===== config.mk =====
export PLATFORM = sky130hd
export DESIGN_NAME = multicycle_controller_flat
export DESIGN_NICKNAME = d
export VERILOG_FILES = /design/src/rtl/multicycle_controller_if.sv /design/src/rtl/multicycle_controller.sv /design/src/flat_wrapper.sv
export SDC_FILE = /design/constraint.sdc
export NUM_CORES = 1
export LEC_CHECK = 0
export BUFFER_PORTS_ARGS = -buffer_cell sky130_fd_sc_hd__buf_4
export CORE_MARGIN = 8
export CORE_UTILIZATION = 41
export CTS_CLUSTER_SIZE = 20
export DETAILED_ROUTE_END_ITERATION = 8
export PLACE_DENSITY_LB_ADDON = 0.3
export RECOVER_POWER = 25
export SYNTH_ARGS = -nofsm -noshare
export SYNTH_HDL_FRONTEND = slang
export SYNTH_SLANG_ARGS = --single-unit

===== constraint.sdc =====
create_clock -name clk -period 2.16 [get_ports clk]
set_clock_uncertainty 0.1 [all_clocks]
set_input_delay 0.108 -clock clk [delete_from_list [all_inputs] [get_ports clk]]
set_output_delay 0.108 -clock clk [all_outputs]
set_load 0.05 [all_outputs]

===== src/rtl/multicycle_controller_if.sv =====
// Control bundle between the multicycle controller and its datapath.
//   op, funct, zero : instruction fields and ALU zero flag (datapath -> controller)
//   iord .. alucontrol, pcen : datapath control strobes/selects (controller -> datapath)
//   state           : current controller state, exported for debug
// Modports: master = datapath side, slave = controller side.
interface multicycle_controller_if;
  logic [5:0] op;
  logic [5:0] funct;
  logic       zero;
  logic       iord;
  logic       memwrite;
  logic       irwrite;
  logic       regdst;
  logic       memtoreg;
  logic       regwrite;
  logic       alusrca;
  logic [1:0] alusrcb;
  logic [1:0] pcsrc;
  logic       pcen;
  logic [2:0] alucontrol;
  logic [3:0] state;

  modport master (
    output op, funct, zero,
    input  iord, memwrite, irwrite, regdst, memtoreg, regwrite,
           alusrca, alusrcb, pcsrc, pcen, alucontrol, state
  );

  modport slave (
    input  op, funct, zero,
    output iord, memwrite, irwrite, regdst, memtoreg, regwrite,
           alusrca, alusrcb, pcsrc, pcen, alucontrol, state
  );
endinterface


===== src/rtl/multicycle_controller.sv =====
// Multicycle MIPS-subset controller: main FSM plus ALU decoder.
// Ports:
//   clk   : rising-edge clock
//   reset : asynchronous active-high reset, forces FETCH
//   bus   : multicycle_controller_if.slave (op/funct/zero in, control outputs and state out)
//
// state    | meaning
// ---------+--------------------------------------------
// FETCH    | load IR, PC <= PC + 4
// DECODE   | compute branch target, dispatch on op
// MEMADR   | ALUOut <= A + SignImm (lw/sw address)
// MEMREAD  | read memory at ALUOut
// MEMWB    | write loaded data to rt
// MEMWRITE | write B to memory at ALUOut
// EXECUTE  | R-type ALU operation
// ALUWB    | write ALUOut to rd
// BEQ      | compare A/B, branch when zero
// ADDIEXEC | A + SignImm
// ADDIWB   | write ALUOut to rt
// JUMP     | PC <= jump target
module multicycle_controller (
  input  logic                          clk,
  input  logic                          reset,
  multicycle_controller_if.slave        bus
);

  typedef enum logic [3:0] {
    FETCH    = 4'd0,
    DECODE   = 4'd1,
    MEMADR   = 4'd2,
    MEMREAD  = 4'd3,
    MEMWB    = 4'd4,
    MEMWRITE = 4'd5,
    EXECUTE  = 4'd6,
    ALUWB    = 4'd7,
    BEQ      = 4'd8,
    ADDIEXEC = 4'd9,
    ADDIWB   = 4'd10,
    JUMP     = 4'd11
  } state_t;

  localparam logic [5:0] OP_LW    = 6'b100011;
  localparam logic [5:0] OP_SW    = 6'b101011;
  localparam logic [5:0] OP_RTYPE = 6'b000000;
  localparam logic [5:0] OP_BEQ   = 6'b000100;
  localparam logic [5:0] OP_ADDI  = 6'b001000;
  localparam logic [5:0] OP_J     = 6'b000010;

  state_t     state_q;
  state_t     state_d;

  logic       iord;
  logic       memwrite;
  logic       irwrite;
  logic       regdst;
  logic       memtoreg;
  logic       regwrite;
  logic       alusrca;
  logic [1:0] alusrcb;
  logic [1:0] pcsrc;
  logic       pcwrite;
  logic       branch;
  logic [1:0] aluop;
  logic [2:0] alucontrol;

  always_ff @(posedge clk or posedge reset) begin
    if (reset) state_q <= FETCH;
    else       state_q <= state_d;
  end

  // Encodings 12-15 fall into the default arm: back to FETCH, outputs idle.
  always_comb begin
    state_d = FETCH;
    case (state_q)
      FETCH:    state_d = DECODE;
      DECODE: begin
        case (bus.op)
          OP_LW, OP_SW: state_d = MEMADR;
          OP_RTYPE:     state_d = EXECUTE;
          OP_BEQ:       state_d = BEQ;
          OP_ADDI:      state_d = ADDIEXEC;
          OP_J:         state_d = JUMP;
          default:      state_d = FETCH;
        endcase
      end
      MEMADR:   state_d = (bus.op == OP_SW) ? MEMWRITE : MEMREAD;
      MEMREAD:  state_d = MEMWB;
      EXECUTE:  state_d = ALUWB;
      ADDIEXEC: state_d = ADDIWB;
      default:  state_d = FETCH;
    endcase
  end

  always_comb begin
    iord     = 1'b0;
    memwrite = 1'b0;
    irwrite  = 1'b0;
    regdst   = 1'b0;
    memtoreg = 1'b0;
    regwrite = 1'b0;
    alusrca  = 1'b0;
    alusrcb  = 2'b00;
    pcsrc    = 2'b00;
    pcwrite  = 1'b0;
    branch   = 1'b0;
    aluop    = 2'b00;
    case (state_q)
      FETCH: begin
        irwrite = 1'b1;
        alusrcb = 2'b01;
        pcwrite = 1'b1;
      end
      DECODE:   alusrcb = 2'b11;
      MEMADR: begin
        alusrca = 1'b1;
        alusrcb = 2'b10;
      end
      MEMREAD:  iord = 1'b1;
      MEMWB: begin
        memtoreg = 1'b1;
        regwrite = 1'b1;
      end
      MEMWRITE: begin
        iord     = 1'b1;
        memwrite = 1'b1;
      end
      EXECUTE: begin
        alusrca = 1'b1;
        aluop   = 2'b10;
      end
      ALUWB: begin
        regdst   = 1'b1;
        regwrite = 1'b1;
      end
      BEQ: begin
        alusrca = 1'b1;
        aluop   = 2'b01;
        pcsrc   = 2'b01;
        branch  = 1'b1;
      end
      ADDIEXEC: begin
        alusrca = 1'b1;
        alusrcb = 2'b10;
      end
      ADDIWB:   regwrite = 1'b1;
      JUMP: begin
        pcsrc   = 2'b10;
        pcwrite = 1'b1;
      end
      default: ;
    endcase
  end

  always_comb begin
    alucontrol = 3'b010;
    case (aluop)
      2'b01: alucontrol = 3'b110;
      2'b10: begin
        case (bus.funct)
          6'b100000: alucontrol = 3'b010;
          6'b100010: alucontrol = 3'b110;
          6'b100100: alucontrol = 3'b000;
          6'b100101: alucontrol = 3'b001;
          6'b101010: alucontrol = 3'b111;
          default:   alucontrol = 3'b010;
        endcase
      end
      default: alucontrol = 3'b010;
    endcase
  end

  // zero is used combinationally so a late-settling compare still gates pcen this cycle.
  assign bus.pcen       = pcwrite | (branch & bus.zero);
  assign bus.iord       = iord;
  assign bus.memwrite   = memwrite;
  assign bus.irwrite    = irwrite;
  assign bus.regdst     = regdst;
  assign bus.memtoreg   = memtoreg;
  assign bus.regwrite   = regwrite;
  assign bus.alusrca    = alusrca;
  assign bus.alusrcb    = alusrcb;
  assign bus.pcsrc      = pcsrc;
  assign bus.alucontrol = alucontrol;
  assign bus.state      = state_q;

endmodule


===== src/flat_wrapper.sv =====
// flat-port wrapper written by rule: the top's interface ports become plain ports
module multicycle_controller_flat 
  (clk, reset, bus_op, bus_funct, bus_zero, bus_iord, bus_memwrite, bus_irwrite, bus_regdst, bus_memtoreg, bus_regwrite, bus_alusrca, bus_alusrcb, bus_pcsrc, bus_pcen, bus_alucontrol, bus_state);
  multicycle_controller_if bus_i ();
  input  logic clk;
  input  logic reset;
  input wire logic [$bits(bus_i.op)-1:0] bus_op;
  input wire logic [$bits(bus_i.funct)-1:0] bus_funct;
  input wire logic [$bits(bus_i.zero)-1:0] bus_zero;
  output wire logic [$bits(bus_i.iord)-1:0] bus_iord;
  output wire logic [$bits(bus_i.memwrite)-1:0] bus_memwrite;
  output wire logic [$bits(bus_i.irwrite)-1:0] bus_irwrite;
  output wire logic [$bits(bus_i.regdst)-1:0] bus_regdst;
  output wire logic [$bits(bus_i.memtoreg)-1:0] bus_memtoreg;
  output wire logic [$bits(bus_i.regwrite)-1:0] bus_regwrite;
  output wire logic [$bits(bus_i.alusrca)-1:0] bus_alusrca;
  output wire logic [$bits(bus_i.alusrcb)-1:0] bus_alusrcb;
  output wire logic [$bits(bus_i.pcsrc)-1:0] bus_pcsrc;
  output wire logic [$bits(bus_i.pcen)-1:0] bus_pcen;
  output wire logic [$bits(bus_i.alucontrol)-1:0] bus_alucontrol;
  output wire logic [$bits(bus_i.state)-1:0] bus_state;
  assign bus_i.op = bus_op;
  assign bus_i.funct = bus_funct;
  assign bus_i.zero = bus_zero;
  assign bus_iord = bus_i.iord;
  assign bus_memwrite = bus_i.memwrite;
  assign bus_irwrite = bus_i.irwrite;
  assign bus_regdst = bus_i.regdst;
  assign bus_memtoreg = bus_i.memtoreg;
  assign bus_regwrite = bus_i.regwrite;
  assign bus_alusrca = bus_i.alusrca;
  assign bus_alusrcb = bus_i.alusrcb;
  assign bus_pcsrc = bus_i.pcsrc;
  assign bus_pcen = bus_i.pcen;
  assign bus_alucontrol = bus_i.alucontrol;
  assign bus_state = bus_i.state;
  multicycle_controller u_core (.clk(clk), .reset(reset), .bus(bus_i));
endmodule

# [Word level (Yosys, flattened, before mapping)]
# Index checks and enable logic that the tools add are counted.
[word_totals] register_bits=4 latch_bits=0 ram_bits=0 mem_bits_ro=0 elab_cells=50 mem_count=0
[op_classes] addsub=0 multipliers=0 n_div=0 magnitude_cmp=0 n_eq_ne=22 n_shift=0 n_mux=17 bitwise_logic=2 reduce_logical=8
[op_table] cell="$eq A6 B6 Y1 const B" n=6
[op_table] cell="$pmux W4 S6" n=1
[op_table] cell="$pmux W4 S5" n=1
[op_table] cell="$eq A4 B3 Y1 const B" n=4
[op_table] cell="$eq A4 B4 Y1 const B" n=4
[op_table] cell="$pmux W3 S4" n=1
[op_table] cell="$mux W1" n=9
[op_table] cell="$eq A4 B2 Y1 const B" n=2
[op_table] cell="$pmux W2 S2" n=2
[op_table] cell="$reduce_or A2 Y1" n=4
[op_table] cell="$eq A6 B2 Y1 const B" n=1
[op_table] cell="$eq A6 B3 Y1 const B" n=1
[op_table] cell="$eq A6 B4 Y1 const B" n=1
[op_table] cell="$logic_not A6 Y1" n=1
[op_table] cell="$pmux W2 S3" n=1
[op_table] cell="$pmux W3 S2" n=1
[op_table] cell="$eq A4 B1 Y1 const B" n=1
[op_table] cell="$logic_not A4 Y1" n=1
[op_table] cell="$reduce_or A4 Y1" n=1
[op_table] cell="$mux W3" n=1
[op_table] cell="$reduce_or A3 Y1" n=1
[op_table] cell="$eq A2 B1 Y1 const B" n=1
[op_table] cell="$eq A2 B2 Y1 const B" n=1
[op_table] cell="$and A1 B1 Y1" n=1
[op_table] cell="$or A1 B1 Y1" n=1

# [Depth between registers and ports, before layout]
[depth] depth_word=4 ltp_mapped=8

# [Worst setup path after synthesis]
# No wires, ideal clock.
[synth_timing] path_type="register to output" startpoint="register u_core.state_q[2], in the netlist u_core.bus.state[2]" endpoint="output bus_alucontrol[0]" arrival_ns=2.622 path_slack_ns=-0.670 path_stages_with_launch=7 path_cell_list="dfrtp_1 buf_1 nand2_1 nor2_1 ha_1 nand2_1 o21ai_0"
[synth_between] elab_chain_cells=4 word_cells_on_any_way=6
[synth_rtl] element="from (decl)" line_no="multicycle_controller.sv:49" source="state_t state_q;"
[synth_rtl] element="from (signal assigned)" line_no="multicycle_controller.sv:68" source="else state_q <= state_d;"
[synth_rtl] element="$eq A4 B4 Y1 / $eq A4 B3 Y1 (equally long branches)" line_no="multicycle_controller.sv:107" source="case (state_q)"
[synth_rtl] element="$pmux W2 S2 *" line_no="multicycle_controller.sv:107"
[synth_rtl] element="$eq A2 B2 Y1 / $eq A2 B1 Y1 (equally long branches)" line_no="multicycle_controller.sv:156" source="case (aluop)"
[synth_rtl] element="$pmux W3 S2 *" line_no="multicycle_controller.sv:156"
[synth_rtl] element="to (decl)" line_no="flat_wrapper.sv:20" source="output wire logic [$bits(bus_i.alucontrol)-1:0] bus_alucontrol;"
# Mark *: on every way between the ends. The rest lies on a longest branch, timed or not.

# [Worst setup path in the final report]
[layout_timing] startpoint="register u_core.state_q[0], in the netlist u_core.bus.state[0]" endpoint="output bus_alucontrol[2]"
# Same word-level chain as after synthesis.

==> flow_metrics.py <==
metrics = {
    "power_and_ir_drop": {
        "combPwrFrac": 0.805,
        "power.density_mw_per_mm2": 1260,
        "p_sw_mw": 0.731,
        "p_int_mw": 0.516,
        "peakVddDrop_mv": 1.02,
        "p_sw_frac": 0.586,
        "total_power_mw": 1.25,
        "clockPowerShare": 0.078,
        "power_frac_seq": 0.117,
        "leakagePower_nw": 0.446,
    },
    "run": {
        "timing.max_cap.violations": 0,
    },
    "sta": {
        "hold_viol": 0,
        "max_freq_ghz": 0.477,
        "slew_viol_final": 0,
        "worst_pin_slew_ps": 387,
        "fin_crit_ps": 2100,
        "whs_ps": 95.7,
        "finalCritPeriodShare": 0.971,
        "finalSetupViolCount": 0,
        "relSlewSlack": 0.738,
    },
    "setup_path": {
        "path_max_fanout": 5,
        "cp_cell_sequence": "nand2b_4 -> nor2_2 -> ha_2 -> nor4bb_4 -> a21oi_2 -> nor2_4 -> buf_4",
        "cp_slowest_cell": "dfrtp_1",
        "critical_path_required_ps": 1950,
        "arrival_ps": 1890,
        "cpPeakStageDelay_ps": 450,
        "crit_type": "flop to primary output",
        "endpoint_kind": "primary output",
        "crit_path_start_kind": "flop",
    },
    "place": {
        "place.gp.congestion": 0.825,
        "numPortBuffers": 33,
        "dp.final_hpwl_um": 1540,
    },
    "clock_network": {
        "clkSinkCount": 4,
        "cts_made_buffers": 3,
        "clk_path_buf_depth": 2,
        "clk_latency_ps": 240,
        "cts_tree": "yes",
        "clk_pin_slew_ps": 40,
        "cts-root-buf": "clkbuf_4",
        "htree_levels": 1,
    },
    "yosys": {
        "synth_area_um2": 541,
        "ys_seq_elements": 4,
        "synth-warning-count": 0,
        "synth-seq-area-share": 0.185,
        "synth_nets": 94,
        "synth.distinct_cells": 35,
        "syn_inst": 76,
        "avgSynthCellArea_um2": 7.11,
    },
    "grt": {
        "track_usage": 0.137,
        "grt_pass1_vias": 680,
        "grt_remaining_overflow": 0,
        "antenna_found_initial": 0,
        "grt_max_degree": 16,
        "grt_pass1_wl_um": 2940,
    },
    "finish": {
        "layout_common_cells": "41 x buf_4, 8 x nor2_1, 5 x nor3_1, 5 x nand2_1",
        "area_growth_pct": 82.4,
        "largest_reg_flops": 4,
        "mostFrequentLayoutCell": "buf_4",
        "nets": 138,
        "drive_gt1_frac": 0.576,
        "antennaDiodeCount": 0,
    },
    "route": {
        "first_iter_violations": 14,
        "firstDrtPassIters": 4,
        "postRouteAntennaNets": 0,
        "wl_per_cell_um": 16.0,
        "via_count": 735,
        "avgViaCountPerCell": 5.53,
        "drt-total-wl_um": 2130,
        "drc": 0,
    },
    "die": {
        "rows": 13,
        "start_util": 0.426,
        "coreArea_mm2": 0.00127,
        "die_h_um": 52.3,
        "io_pins": 34,
        "dieArea_mm2": 0.00274,
        "die_x_um": 52.3,
    },
    "status": {
        "outcome": "complete, no violations",
    },
    "min_path": {
        "min-delay-path-class": "input pin to flop",
    },
}
-- synthesized netlist by cell type --
cell type  number  share of area
nor2_1         10          0.069
nand2_1         6          0.042
nor3_1          6          0.056
dfrtp_1         4           0.19
inv_1           4          0.028
nand3_1         4          0.037
clkbuf_1        3          0.021
ha_1            3          0.069
nand2b_1        3          0.035
o21ai_0         3          0.028
xor2_1          3          0.049
a21oi_1         2          0.019
buf_1           2          0.014
o211ai_1        2          0.028
a211o_1         1          0.016
a221oi_2        1          0.028
and3_1          1          0.012
and3_2          1          0.014
and4b_1         1          0.019
nand3b_1        1          0.014
nand4_1         1          0.012
nor2b_1         1          0.012
nor3b_1         1          0.014
nor4_1          1          0.012
nor4b_1         1          0.016
nor4bb_1        1          0.019
o2111ai_1       1          0.016
o21a_1          1          0.014
o22ai_1         1          0.012
o311ai_0        1          0.016
or2_2           1          0.012
or3_1           1          0.012
or4_4           1          0.021
or4b_2          1          0.019
xnor2_1         1          0.016
-- critical path, delay by kind of cell, from the launching register on --
kind            cells  cell delay (ps)
compound gates      1              120
fa+ha+maj           1              210
simple gates        4              690
flops               1              450
buf+inv             1              190
-- per-stage QoR --
stage	cells	worst slack [ps]	util	TNS (ps)	cell area, um^2
5_1_grt	133	-9.79	0.777	-20.1	986
3_3_place_gp	124	56.0	0.672	0	852
3_5_place_dp	124	29.2	0.672	0	852
6_report	133	61.7	0.777	0	986
2_1_floorplan	76	-154	-	-248	572
4_1_cts	130	3.82	0.746	0	946
-- per-layer routing --
layer / GRT usage / wire (um) / part of all wire / vias up
met5: 0 / 0 / 0 / -
met4: 0.0948 / 47 / 0.022 / 0
met3: 0.0227 / 141 / 0.066 / 4
met2: 0.243 / 1190 / 0.56 / 25
met1: 0.141 / 745 / 0.35 / 345
li1: - / - / - / 361
-- power groups by stage --
stage                     Clock, mW  Sequential [mW]  Combinational, mW
after CTS                     0.101            0.149              0.947
after detailed placement          0            0.141              0.918
after floorplan                   0            0.212              0.571
after global routing          0.106            0.149               1.05
final                        0.0969            0.146               1.00
after global placement            0            0.140              0.913
-- layout make-up --
| class | count | area (um^2) |
|---|---|---|
| tap | 15 | 18.8 |
| clock buffer | 3 | 22.5 |
| fill | 102 | 283 |
| timing repair buffer | 44 | 337 |
| multi-input combinational | 63 | 489 |
| sequential | 4 | 104 |
| inverter | 4 | 15.0 |
-- what timing repair did --
item | 4_1_cts | 5_1_grt
hold buffers | 1 | 0
hold endpoints to repair | 4 | 0
endpoints found under the setup margin | 3 | 3
setup buffers | 2 | 3
pin swaps | 2 | 3
gates resized for setup | 9 | 6
-- logic make-up after synthesis --
group / share of synthesized area
simple gates: 0.442
compound gates: 0.176
buf+inv: 0.0625
xor+xnor: 0.0648
flops: 0.185
fa+ha+maj: 0.0695
-- worst paths after layout --
check	startpoint	endpoint	slack, ps	cells after the start
setup / recovery	u_core.bus.state[0]	bus_alucontrol[2]	60	7
hold / removal	bus_op[4]	u_core.bus.state[3]	100	4
setup reg to reg	u_core.bus.state[1]	u_core.bus.state[2]	260	4
hold reg to reg	u_core.bus.state[2]	u_core.bus.state[0]	550	2
max in group asynchronous	reset	u_core.bus.state[2]	1550	3
min in group asynchronous	reset	u_core.bus.state[1]	230	3
No activity file was read; power rests on OpenSTA's default activity.
